### src/rtl/mar_pkg.sv
// Shared types and default widths for the wide memory address register.
package mar_pkg;

    typedef enum logic {
        MAR_IDLE,
        MAR_LOADING
    } mar_state_t;

    localparam int MAR_ADDR_W = 16;
    localparam int MAR_BUS_W  = 8;

endpackage

### src/rtl/mar_wide.sv
// Memory address register assembled LSB-first from narrow bus beats.
// Optional auto-increment of the committed address is enabled by MAR_AUTOINC_EN.
module mar_wide
    import mar_pkg::*;
#(
    parameter int ADDR_W = MAR_ADDR_W,
    parameter int BUS_W  = MAR_BUS_W
) (
    input  logic              CLK,
    input  logic              CLR,
    input  logic [BUS_W-1:0]  W_bus,
    input  logic              Lm_bar,
    input  logic              INC,
    output logic [ADDR_W-1:0] ROM_address,
    output logic              busy,
    output logic              load_done
);

    localparam int NBEATS = ADDR_W / BUS_W;
    localparam int BEAT_W = (NBEATS > 1) ? $clog2(NBEATS) : 1;
    localparam logic [BEAT_W-1:0] LAST_BEAT = BEAT_W'(NBEATS - 1);

    generate
        if (ADDR_W % BUS_W != 0) begin : g_bad_width
            $error("mar_wide: ADDR_W must be an integer multiple of BUS_W");
        end
    endgenerate

    mar_state_t        state, state_next;
    logic [BEAT_W-1:0] beat, beat_next;
    logic [BEAT_W-1:0] capture_idx;
    logic [ADDR_W-1:0] staging, staging_next;
    logic [ADDR_W-1:0] assembled;
    logic              capture;
    logic              commit;

    // NOTE: sequential state is updated with non-blocking assignments so every
    // flop samples pre-edge values, independent of process ordering.
    always_ff @(posedge CLK) begin
        // NOTE: reset is synchronous; CLR is only seen on a rising edge.
        if (CLR) begin
            state <= MAR_IDLE;
        end else begin
            state <= state_next;
        end
    end

    // A sequence always starts at chunk 0 from IDLE, so a fresh load never
    // inherits bits from an earlier one.
    always_comb begin
        // NOTE: every output of this block gets a default first, so no path
        // leaves a signal unassigned and no latch is inferred.
        state_next   = state;
        beat_next    = beat;
        staging_next = staging;
        capture      = ~Lm_bar;
        capture_idx  = (state == MAR_IDLE) ? '0 : beat;
        assembled    = (state == MAR_IDLE) ? '0 : staging;
        assembled[int'(capture_idx) * BUS_W +: BUS_W] = W_bus;
        commit       = capture && (capture_idx == LAST_BEAT);

        case (state)
            MAR_IDLE: begin
                if (capture && !commit) begin
                    state_next   = MAR_LOADING;
                    beat_next    = BEAT_W'(1);
                    staging_next = assembled;
                end
            end
            MAR_LOADING: begin
                if (!capture || commit) begin
                    // Abort and commit both leave nothing staged.
                    state_next   = MAR_IDLE;
                    beat_next    = '0;
                    staging_next = '0;
                end else begin
                    beat_next    = beat + 1'b1;
                    staging_next = assembled;
                end
            end
            default: begin
                state_next   = MAR_IDLE;
                beat_next    = '0;
                staging_next = '0;
            end
        endcase
    end

    always_comb begin
        busy = (state == MAR_LOADING);
    end

    always_ff @(posedge CLK) begin
        if (CLR) begin
            beat        <= '0;
            staging     <= '0;
            ROM_address <= '0;
            load_done   <= 1'b0;
        end else begin
            beat      <= beat_next;
            staging   <= staging_next;
            load_done <= commit;
            if (commit) begin
                ROM_address <= assembled;
`ifdef MAR_AUTOINC_EN
            end else if (INC) begin
                ROM_address <= ROM_address + 1'b1;
`endif
            end
        end
    end

`ifndef MAR_AUTOINC_EN
    logic unused_inc;
    assign unused_inc = INC;
`endif

endmodule

### config.mk
export PLATFORM = sky130hd
export DESIGN_NAME = mar_wide
export DESIGN_NICKNAME = d
export VERILOG_FILES = /design/src/rtl/mar_pkg.sv /design/src/rtl/mar_wide.sv
export SDC_FILE = /design/constraint.sdc
export NUM_CORES = 1
export LEC_CHECK = 0
export CAP_MARGIN = 5
export CELL_PAD_IN_SITES_DETAIL_PLACEMENT = 1
export CELL_PAD_IN_SITES_GLOBAL_PLACEMENT = 2
export CORE_AREA = 8 8 73 75
export DETAILED_ROUTE_END_ITERATION = 8
export DIE_AREA = 0 0 81 83
export PLACE_DENSITY_LB_ADDON = 0.1
export SLEW_MARGIN = 20
export SYNTH_ARGS = -nofsm -noshare
export SYNTH_HDL_FRONTEND = slang
export SYNTH_SLANG_ARGS = --single-unit
### constraint.sdc
create_clock -name CLK -period 1.2 [get_ports CLK]
set_input_delay 0.12 -clock CLK [delete_from_list [all_inputs] [get_ports CLK]]
set_output_delay 0.12 -clock CLK [all_outputs]
set_load 0.01 [all_outputs]
; After elaboration in Yosys (flattened, before gate mapping)
; Cells that the tools add are included.
[word_totals]
input_bits = 12
wordCells = 28
output_inout_bits = 18
register_bits = 35
[op_classes]
shifts = 2
mux = 12
reduce_logical = 4
n_addsub = 2
n_eq_ne = 1
bitwise = 2
[ops]
columns = cell, n
row1 = $mux W16, 3
row2 = $neg A4 Y33, 1
row3 = $shift A8 B33 Y16 const A, 1
row4 = $shiftx A8 B33 Y16, 1
row5 = $pmux W16 S2, 1
row6 = $bwmux W16, 1
row7 = $mux W1, 5
row8 = $pmux W1 S2, 2
row9 = $logic_and A1 B1 Y1, 2
row10 = $ne A2 B1 Y1 const B, 1
row11 = $not A1 Y1, 2
row12 = $add A1 B1 Y1 const B, 1
row13 = $logic_not A1 Y1, 1
row14 = $logic_or A1 B1 Y1, 1

; Longest topological paths before layout
; Gate-level depths: netlist of run 1.
[logic_depth]
depth_word = 6
ltp_mapped = 4
mapped_depth_nobuf = 2

; Least setup slack after synthesis of run 1
; No wires, ideal clock.
[synth_path]
path_type = register to register
startpoint = reg state, in the netlist busy
endpoint = reg ROM_address[10]
arrival_ps = 1096
setup_slack_ps = 32
n_path_buf = 2
setup_time_ps = 72
period_less_slack_ps = 1168
path_stages_with_launch = 5
path_cell_list = dfxtp_1 and3b_1 buf_2 buf_6 mux2i_1
[synth_between]
elab_chain_len = 4
elab_cells_between_ends = 7
[synth_lines]
columns = element, line_no
row1 = from (decl), mar_wide.sv:29  ; mar_state_t state, state_next;
row2 = from (signal assigned), mar_wide.sv:44  ; state <= state_next;
row3 = $mux W1, mar_wide.sv:57  ; capture_idx = (state == MAR_IDLE) ? '0 : beat;
row4 = $neg A4 Y33, mar_wide.sv:59  ; assembled[int'(capture_idx) * BUS_W +: BUS_W] = W_bus;
row5 = $shiftx A8 B33 Y16 or $shift A8 B33 Y16 (tied branches), mar_wide.sv:59
row6 = $bwmux W16, mar_wide.sv:59
row7 = to (signal assigned), mar_wide.sv:104  ; ROM_address <= assembled;
row8 = to (decl), mar_wide.sv:14  ; output logic [ADDR_W-1:0] ROM_address,
; Parallel ways exist; a longest one is shown, timed or not.
; A chain may end at the register's enable or synchronous reset.

; Worst setup path in the final report of run 1
[layout_path]
startpoint = reg state, in the netlist busy
endpoint = out busy
[layout_lines]
columns = element, line_no
row1 = to (decl), mar_wide.sv:15  ; output logic busy,
; No word-level cell between the ends.

==> flow_summary.json, run 1 <==
{
  "timing.clock.skew_ns": 0.00368,
  "slew_margin_rel_pct": 81.4,
  "die_width_um": 81,
  "drt_iter0_drc": 34,
  "final_antenna_net_count": 0,
  "grt_start_max_net_pins": 25,
  "portBuffers": 28,
  "grt-ovfl-total": 0,
  "worst_r2r_startpoint": "busy$_SDFF_PP0_",
  "yosysWarnings": 0,
  "timing.fmax_mhz": 937,
  "cts_root_buf": "clkbuf_8",
  "worstHoldPathType": "reg2reg",
  "die-area_mm2": 0.00672,
  "wirelength_um": 2590,
  "holdWs_ns": 0.473,
  "row_count": 24,
  "cp_cell_sequence": "dlygate4sd2_1",
  "dp_worst_setup_slack_ns": -0.129,
  "syn-cell-area_mm2": 0.00114,
  "avgViaCountPerCell": 4.46,
  "cp-startpoint": "busy$_SDFF_PP0_",
  "grt_pass1_vias": 907,
  "setup_repair_after_global_routing_missed_its_margin": "false",
  "floorplan.core_area_mm2": 0.00420,
  "grt_antenna_before_repair": 0,
  "postSynthRegisterBits": 27,
  "drt_drc_violations_left": 0,
  "ys_seq_area_share_pct": 47.3,
  "worst_pin_slew_ns": 0.279,
  "synthToLayoutAreaGrowth_pct": 33.3,
  "criticalPathCategory": "reg2out",
  "cts_num_sinks": 27,
  "cts_hold_buf": 0,
  "final_layout_size_suffix_gt1_share_pct": 7.30,
  "clk_latency_ns": 0.27,
  "run_status": "completed",
  "num-nets-final": 150,
  "timing.critical_path.buf_inv": 1,
  "grt.total_usage_pct": 7.91,
  "power_per_cell_area_mw_per_mm2": 1100,
  "h-tree-depth": 1,
  "critPathRequiredTime_ns": 1.08,
  "die_outline_height_um": 83,
  "final.period_utilization_pct": 89.0,
  "hold_path_startpoint": "ROM_address[4]$_SDFFE_PP0P_",
  "report.final.slew_viol_count": 0,
  "worstPathMaxFanout": 7,
  "postSynthAreaPerCell_um2": 10.5,
  "number_of_buffers_created_by_cts": 3,
  "path_clk_slew_ns": 0.09,
  "detailed_place_hpwl_um": 1940,
  "tns_ns": 0,
  "place_congestion": 0.674,
  "worst_slack_ns": 0.132,
  "grt_first_pass_wirelength_um": 4320,
  "drtPass1Iterations": 4,
  "min_cycle_time_layout_ns": 1.07,
  "cts_max_path_buffers": 2,
  "slowest_stage": "dfxtp_2",
  "synthesis.nets": 121,
  "ios": 30,
  "n_antenna_cell": 0,
  "ys_types": 14,
  "critical_path.top_delay_family": "flip-flops",
  "detail_route.wl_per_cell_um": 13.7,
  "finalHoldViolations": 0,
  "maxCapViolations": 0,
  "vdd_ir_drop_max_v": 0.000307,
  "fillerInstances": 484,
  "startpoint_type": "flip-flop",
  "total_leakage_power_nw": 0.637,
  "vias": 843,
  "clock_tree_from_tritoncts": "built",
  "syn-instance-count": 109,
  "critical_path.max_stage_delay_ns": 0.39,
  "starting_density_of_the_core_pct": 27.2,
  "cp.arrival_ns": 0.95,
  "finalSetupViolations": 0,
  "worstSetupEndpointType": "primary output"
}
[area by class of cell]
| class | instances | area (µm²) | share of cell area [%] |
|---|---|---|---|
| clock buffers | 4 | 45.0 | 2.96 |
| multi-input cells | 73 | 549 | 36.1 |
| flip-flops and latches | 27 | 543 | 35.7 |
| well taps | 52 | 65.1 | 4.27 |
| repair buffers | 33 | 320 | 21.0 |
[metrics by stage]
step	util (%)	cell area [µm²]	instances	total power, W
2_1_floorplan	-	1140	109	0.00109
6_report	36.2	1520	189	0.00167
5_1_grt	36.2	1520	189	0.00178
3_5_place_dp	35.6	1500	185	0.00119
3_3_place_gp	35.6	1500	185	0.00118
4_1_cts	36.2	1520	189	0.00172
[cells in the final DEF (no fill, tap or decap), types with 2 or more instances in the layout]
cell type,count
o22ai_1,8
dlygate4sd2_1,18
buf_4,3
a211oi_1,2
or2_1,2
clkbuf_8,3
mux2i_1,24
dfxtp_1,25
nand2b_1,32
buf_12,2
clkdlybuf4s50_1,10
dfxtp_2,2
[cell usage after synthesis]
master / number / area [µm²]
buf_2: 3 / 15.0
nand2b_1: 32 / 200
buf_6: 2 / 22.5
and3b_1: 1 / 8.76
nand3b_1: 1 / 7.51
dfxtp_1: 27 / 541
clkbuf_1: 4 / 15.0
nor3_1: 1 / 5.00
mux2i_1: 24 / 240
or2_1: 2 / 12.5
nor2b_1: 1 / 6.26
o22ai_1: 8 / 50.1
nand2_1: 1 / 3.75
a211oi_1: 2 / 15.0
[state kept, by name (all words and copies together) (netlist names)]
| name | count |
|---|---|
| beat | 1 |
| ROM_address | 16 |
| load_done | 1 |
| busy | 1 |
| staging | 8 |
[worst register-to-register path: cells and delay by family, from the launching register on]
family	cells	cell delay, ns
simple gates	1	0.22
buf+inv	1	0.17
flops	1	0.39
mux	1	0.21
[cells by family after synthesis]
group | synth area share, %
AND/OR/NAND/NOR | 21.4
flip-flops | 47.3
multiplexers | 21.0
AO/OA/AOI/OAI | 5.70
buffers and inverters | 4.60
[final timing paths]
kind,to,slack (ns),cells past startpoint
worst min-delay path,ROM_address[4]$_SDFFE_PP0P_,0.47,2
worst min register to register,ROM_address[4]$_SDFFE_PP0P_,0.47,2
worst max-delay path,busy,0.13,1
worst max register to register,ROM_address[9]$_SDFFE_PP0P_,0.14,3
[what timing repair did]
action | 4_1_cts | 5_1_grt
hold endpoints to repair | 0 | 0
setup buffers | 0 | 0
cloned | 0 | 0
setup endpoints to repair | 18 | 1
gates resized for setup | 19 | 1
pin swaps | 0 | 0
[where the power goes]
part           internal, W  switching (W)
registers         0.000932      0.0000234
clock network     0.000238       0.000278
logic             0.000113      0.0000856
[per-layer routing]
| metal | share of wire [%] | global-route usage (%) | vias up |
|---|---|---|---|
| met5 | 0 | 0 | - |
| li1 | - | - | 424 |
| met3 | 5.8 | 2.37 | 2 |
| met2 | 48 | 12.6 | 18 |
| met4 | 0.93 | 3.41 | 0 |
| met1 | 45 | 9.43 | 399 |
Power figures use the tool's default switching activity.
==> run 2, diff against run 1 <==
- ABC_CLOCK_PERIOD_IN_PS: default -> 1200
- CORE_AREA: 8 8 73 75 -> 8 8 58 96
- DIE_AREA: 0 0 81 83 -> 0 0 66 104
==> run 2 against run 1 <==
  * Final cell count rose by 2.1%
  * Power rose by 0.63%
  * Die area grew 2.1%
  * Maximum frequency shrank 0.52%
  * Register-to-register slack is essentially flat
==> flow_summary.json, run 2 (synthesis results as in run 1) <==
{
  "run_status": "completed",
  "starting_density_of_the_core_pct": 26.4,
  "timing.clock.skew_ns": 0.00450,
  "clock_tree_from_tritoncts": "built",
  "maxCapViolations": 0,
  "min_delay_path_depth": 3,
  "place_congestion": 0.669,
  "routing_usage_on_met2_pct": 14.1,
  "slowest_stage": "clkdlybuf4s50_1",
  "criticalPathCategory": "in2reg",
  "worstSetupEndpointType": "flip-flop",
  "grt.met1_usage_pct": 9.33,
  "vias": 878,
  "detailed_place_hpwl_um": 2100,
  "finalHoldViolations": 0,
  "timing.fmax_mhz": 932,
  "die-area_mm2": 0.00686,
  "critical_path.max_stage_delay_ns": 0.61,
  "final.period_utilization_pct": 89.4,
  "cts_num_sinks": 27,
  "grt_antenna_before_repair": 0,
  "drtPass1Iterations": 4,
  "timing.critical_path.buf_inv": 1,
  "final_antenna_net_count": 0,
  "post-layout-total-power_w": 0.00168,
  "worst_pin_slew_ns": 0.346,
  "seq_power_share_pct": 56.7,
  "total_leakage_power_nw": 0.662,
  "cts_max_path_buffers": 2,
  "cp_cell_sequence": "clkdlybuf4s50_1 -> or2_1 -> o22ai_1",
  "floorplan.core_area_mm2": 0.00432,
  "avgViaCountPerCell": 4.55,
  "h-tree-depth": 1,
  "cp.arrival_ns": 1.23,
  "worst-path-stages": 3,
  "report.final.slew_viol_count": 0,
  "layout.cells.most_common": "nand2b_1",
  "final_area_mm2": 0.00155,
  "vdd_ir_drop_max_v": 0.000649,
  "drt_drc_violations_left": 0,
  "clk_latency_ns": 0.27,
  "wirelength_um": 2750,
  "largest_registers": "ROM_address (16), staging (8)",
  "num-nets-final": 155,
  "grt_first_pass_wirelength_um": 4580,
  "total_switching_power_w": 0.000396,
  "final_layout_size_suffix_gt1_share_pct": 10.6,
  "grt_start_max_net_pins": 18,
  "min_cycle_time_layout_ns": 1.07,
  "die_outline_height_um": 104,
  "worstHoldPathType": "in2reg",
  "global_route.usage.met3_pct": 2.27,
  "grt-ovfl-total": 0,
  "n_antenna_cell": 0,
  "detail_route.wl_per_cell_um": 14.2,
  "critical_path.top_delay_family": "buffers and inverters",
  "slew_margin_rel_pct": 76.9,
  "drt_iter0_drc": 14,
  "placed_area_mm2": 0.00152,
  "synthToLayoutAreaGrowth_pct": 35.4,
  "max_flop_register": "ROM_address",
  "power_per_cell_area_mw_per_mm2": 1090,
  "cell_internal_pwr_w": 0.00129,
  "die_width_um": 66,
  "pwr-share-clk_pct": 30.7,
  "ios": 30,
  "setup_repair_after_global_routing_missed_its_margin": "false",
  "cts_root_buf": "clkbuf_8",
  "startpoint_type": "input pin",
  "worstPathMaxFanout": 8,
  "p_sw_share_pct": 23.5,
  "path_clk_slew_ns": 0.09,
  "grt.total_usage_pct": 8.42,
  "number_of_flip_flops_in_the_largest_register": 16,
  "row_count": 32,
  "grt_pass1_vias": 966,
  "final_cell_mix": "nand2b_1 (32), dfxtp_1 (26), mux2i_1 (24)",
  "grt_busiest_layer": "met2",
  "post_cts.repair.setup_buffers": 0,
  "portBuffers": 28,
  "ff2ff_path_depth": 3,
  "finalSetupViolations": 0,
  "number_of_buffers_created_by_cts": 3,
  "comb_power_share_pct": 12.6,
  "critPathRequiredTime_ns": 1.35
}
run 2: tightest hold or removal path, stage by stage:
cell and delay [ns]:
clkdlybuf4s50_1 0.42, nand2b_1 0.10, mux2i_1 0.07
run 2: area by class of cell:
type	instances	area (µm²)
Clock buffer	3	41.3
Timing Repair Buffer	38	345
Multi-Input combinational cell	73	549
Fill cell	514	2780
Clock inverter	1	5.00
Sequential cell	27	542
Tap cell	51	63.8
run 2: power by group through the flow:
stage	registers [W]	logic, W	clock network, W
final	0.000952	0.000212	0.000516
after global routing	0.000960	0.000234	0.000583
after floorplan	0.000974	0.000116	0
after CTS	0.000954	0.000217	0.000551
after detailed placement	0.000974	0.000223	0
after global placement	0.000973	0.000221	0
run 2: per-layer routing:
metal	wire length, µm	share of wire (%)	vias to the layer above
met5	0	0	-
met1	1150	42	426
met2	1420	52	17
li1	-	-	433
met3	143	5.2	2
met4	31	1.1	0
run 2: worst paths after layout:
| path | startpoint | end | slack [ns] |
|---|---|---|---|
| worst min-delay path | W_bus[3] | ROM_address[11]$_SDFFE_PP0P_ | 0.47 |
| worst min register to register | ROM_address[1]$_SDFFE_PP0P_ | ROM_address[1]$_SDFFE_PP0P_ | 0.48 |
| worst max register to register | busy$_SDFF_PP0_ | ROM_address[7]$_SDFFE_PP0P_ | 0.14 |
| worst max-delay path | CLR | staging[3]$_SDFFE_PP0P_ | 0.13 |
run 2: stage by stage:
stage / std cells / worst slack [ns] / util, % / TNS, ns / hold WS [ns]
6_report: 193 / 0.127 / 35.8 / 0 / 0.474
5_1_grt: 193 / 0.0397 / 35.8 / 0 / 0.480
3_3_place_gp: 189 / -0.179 / 35.2 / -2.84 / 0.460
2_1_floorplan: 109 / 0.0322 / - / 0 / 0.290
4_1_cts: 193 / 0.104 / 35.8 / 0 / 0.471
3_5_place_dp: 189 / -0.177 / 35.2 / -3.26 / 0.471
run 2: timing repair:
| action | 4_1_cts | 5_1_grt |
|---|---|---|
| hold buffers | 0 | 0 |
| setup endpoints to repair | 18 | 0 |
| gates resized for setup | 19 | 0 |
==> edit 1: new RTL, flow settings as in run 1 <==
Set the package constant `MAR_BUS_W` to 4 (it was 8).
--- a/src/rtl/mar_pkg.sv
+++ b/src/rtl/mar_pkg.sv
@@ -8,5 +8,5 @@
 
     localparam int MAR_ADDR_W = 16;
-    localparam int MAR_BUS_W  = 8;
+    localparam int MAR_BUS_W  = 4;
 
 endpackage
Ports: changed (resized W_bus); port bits go from 30 to 26. The function was not compared with the original's and may differ.
==> edit 1 against run 1 <==
The flow now finishes with violations (negative setup slack); clock power increased by 78%; final area increased by 80%; setup slack got worse by 0.66 ns; critical path depth increased by 8; synthesized cell count increased by 63%; sequential cell count increased by 9; synthesized area increased by 49%; wire length increased to 2.5 times the old value; total power increased by 49%; core utilization increased by 29 points.
==> edit 1: results (changes against run 1) <==
Switching share of power -> 0.266 (+0.0342)
Sequential power -> 0.00122 W (+28%)
Fraction of layout cells with a size suffix above 1 -> 0.424 (+0.351)
Failing checks -> negative setup slack
Crit path to -> ROM_address[1]
Vias in the first global route -> 1853 (+100%)
# setup viols final -> 37 (+37)
Multi-input combinational area share -> 0.419 (+0.0581)
Worst VDD drop -> 690 uV (+120%)
CTS Buf Count -> 5 (+2)
Post-Synth Adder-Cell Area -> 0.0441 (+0.0441)
FF+latch count, synth -> 36 (+33%)
Flop pwr share -> 0.491 (-0.081)
Grt met3 use -> 0.0614 (+0.0377)
Worst clock skew -> 0.00415 ns (+0.000466 ns)
Multi-In Gates -> 122 (+67%)
Final setup margin -> -0.532 ns (-0.664 ns)
NonClk Buf Share -> 0.250 (+0.0399)
Post-DP HPWL -> 3.70 mm (+91%)
Critical path's slowest cell -> dfxtp_4
Register Area -> 729 um2 (+34%)
WHS -> 0.480 ns (+0.00762 ns)
Synth top area cells -> dfxtp_1 42%, a32o_1 7.1%, a311oi_1 6.2%
Syn Nets -> 192 (+59%)
Synth Area in Compound Gates -> 0.223 (+0.166)
Clk cell area share -> 0.0337 (+0.00415)
Status -> finished with violations
M1 WL -> 2.90 mm (+150%)
Fillcell total -> 448 (-7.4%)
Layout Cells excl Fill -> 290 (+53%)
Htree depth -> 2 (+1)
Vias -> 1699 (+100%)
Hold depth -> 1 (-1)
DRT iter0 DRCs -> 114 (+240%)
Met1 Track Usage GR -> 0.234 (+0.139)
Comb group -> 0.000344 W (+74%)
First-pass GRT wire length -> 10.3 mm (+140%)
PortBufs -> 24 (-14%)
GRT Util Overall -> 0.198 (+0.119)
GRT met2 Usage -> 0.321 (+0.195)
Nets -> 251 (+67%)
Unique masters post-synth -> 34 (+20)
Count of clock buffers in the final design -> 6 (+2)
Metal3 WL -> 261 um (+73%)
DP Cell Count -> 270 (+46%)
## edit 1: cell types whose count changed in the layout (fill, tap and decap cells not counted), sizes merged, moves of 5 or more
cell    change
mux2i      -24
nor2       +19
nand3       +5
a311oi     +12
nand2      +14
nand2b     -32
o22ai       -8
or4b        +8
a32o       +12
ha          +6
a21oi       +5
buf        +41
dfxtp       +9
## edit 1: worst max-delay path: cells and delay by family (launching register included)
kind	cells	cell delay, ns
buffers and inverters	5	0.57
DFF	1	0.38
and+or+nand+nor	2	0.25
AOI/OAI and AO/OA	1	0.22
adders and majority gates	1	0.19
## edit 1: logic make-up after synthesis
family / Yosys count
adders and majority gates: 6
buffers and inverters: 20
AOI/OAI and AO/OA: 43
DFF: 36
and+or+nand+nor: 73
## edit 1: what timing repair did
action,in CTS,in global routing
setup endpoints to repair,54,37
pin swaps,26,8
resized for setup,60,15
cloned,2,0
setup buffers,9,1
endpoints found under the hold margin,0,0
==> edit 2: new RTL, config.mk and constraints of run 1 <==
Made on the original files. Register the inputs `CLR`, `W_bus` and `Lm_bar` before use. The logic sees them one clock later. The other inputs are not delayed to match.
--- a/src/rtl/mar_wide.sv
+++ b/src/rtl/mar_wide.sv
@@ -21,4 +21,14 @@
     localparam logic [BEAT_W-1:0] LAST_BEAT = BEAT_W'(NBEATS - 1);
 
+    logic CLR_q;
+    logic [BUS_W-1:0] W_bus_q;
+    logic Lm_bar_q;
+
+    always_ff @(posedge CLK) begin
+        CLR_q    <= CLR;
+        W_bus_q  <= W_bus;
+        Lm_bar_q <= Lm_bar;
+    end
+
     generate
         if (ADDR_W % BUS_W != 0) begin : g_bad_width
@@ -39,5 +49,5 @@
     always_ff @(posedge CLK) begin
         // NOTE: reset is synchronous; CLR is only seen on a rising edge.
-        if (CLR) begin
+        if (CLR_q) begin
             state <= MAR_IDLE;
         end else begin
@@ -54,8 +64,8 @@
         beat_next    = beat;
         staging_next = staging;
-        capture      = ~Lm_bar;
+        capture      = ~Lm_bar_q;
         capture_idx  = (state == MAR_IDLE) ? '0 : beat;
         assembled    = (state == MAR_IDLE) ? '0 : staging;
-        assembled[int'(capture_idx) * BUS_W +: BUS_W] = W_bus;
+        assembled[int'(capture_idx) * BUS_W +: BUS_W] = W_bus_q;
         commit       = capture && (capture_idx == LAST_BEAT);
 
@@ -92,5 +102,5 @@
 
     always_ff @(posedge CLK) begin
-        if (CLR) begin
+        if (CLR_q) begin
             beat        <= '0;
             staging     <= '0;
Behaviour: not the same (a bounded check fails within 4 cycles, from zero or initial values).
==> edit 2 against run 1 <==
Setup slack worse by 0.022 ns; clock power grew 84%; synthesized area rose by 17%; register-to-register slack got worse by 0.03 ns; total power increased by 47%; non-clock buffer count is 2 higher; sequential power is 38% higher; final area up 16%; first-iteration DRC count increased by 110%; die area did not move; core utilization grew 5.8 points; wire length is 6.4% higher; global-route usage rose by 1.0 points; sequential cell count is 10 higher.
==> edit 2: results (changes against run 1) <==
Status -> finished clean
Vias in the first global route -> 967 (+6.6%)
Grt met3 use -> 0.0356 (+0.0119)
Comb group -> 0.000183 W (-8%)
Htree depth -> 2 (+1)
Total wire length -> 2.76 mm (+6.4%)
Multiplexer share of the synthesized area -> 0.180 (-0.0304)
Sequential power -> 0.00132 W (+38%)
Flip-flop and latch count -> 37 (+37%)
CP max FO -> 8 (+1)
Worst-path clk slew -> 0.07 ns (-0.02 ns)
Worst-Margin Slew -> 0.306 ns (+0.0264 ns)
Final instance area -> 1770 um2 (+16%)
Clk cell area share -> 0.0573 (+0.0277)
CTS Buf Count -> 5 (+2)
Metal3 WL -> 164 um (+8.6%)
Syn Nets -> 131 (+8.3%)
Post-DP HPWL -> 2.02 mm (+4.1%)
Nonclk buf count -> 35 (+6.1%)
Switching share of power -> 0.220 (-0.0115)
P_sw -> 0.000540 W (+39%)
Regs by FF count -> ROM_address (16), W_bus_q (8), staging (8)
Worst clock skew -> 0.00439 ns (+0.000709 ns)
Worst min path class -> input port to flop
Clk_lat worst skew -> 0.29 ns (+0.02 ns)
DRT iter0 DRCs -> 70 (+110%)
Placed inst area -> 1690 um2 (+13%)
Fillcell total -> 473 (-2.3%)
DR pass1 iterations -> 3 (-1)
Count of clock buffers in the final design -> 7 (+3)
Unique masters post-synth -> 15 (+1)
Pin count of the biggest net entering global routing -> 19 (-24%)
WP data arrival -> 1.26 ns (+0.31 ns)
Setup Slack @ Placement -> 0.0804 ns (+0.209 ns)
Top post-synthesis cells by count -> 37 x dfxtp_1, 32 x nand2b_1, 24 x mux2i_1
Worst VDD drop -> 655 uV (+110%)
Vias -> 922 (+9.4%)
==> edit 2: cell count changes in the layout (fill, tap and decap cells not counted) <==
| cell | delta |
|---|---|
| dfxtp_1 | +11 |
| clkinv_2 | +1 |
| buf_4 | +4 |
| dfxtp_2 | -1 |
| buf_12 | -2 |
| clkbuf_8 | +4 |
| or2_2 | +1 |
| or2_1 | -1 |
| clkbuf_1 | -1 |
==> edit 2: worst paths after layout <==
check	start	to	slack, ns	depth (start not counted)
setup / recovery	Lm_bar_q	ROM_address[5]	0.11	3
hold / removal	W_bus[0]	W_bus_q[0]	0.27	1
setup reg to reg	Lm_bar_q	ROM_address[5]	0.11	3
hold reg to reg	ROM_address[1]	ROM_address[1]	0.47	2
==> edit 2: kinds of logic after synthesis <==
kind of cell | count (synthesis)
buffers and inverters | 9
and+or+nand+nor | 39
muxes | 24
DFF | 37
AOI/OAI and AO/OA | 10
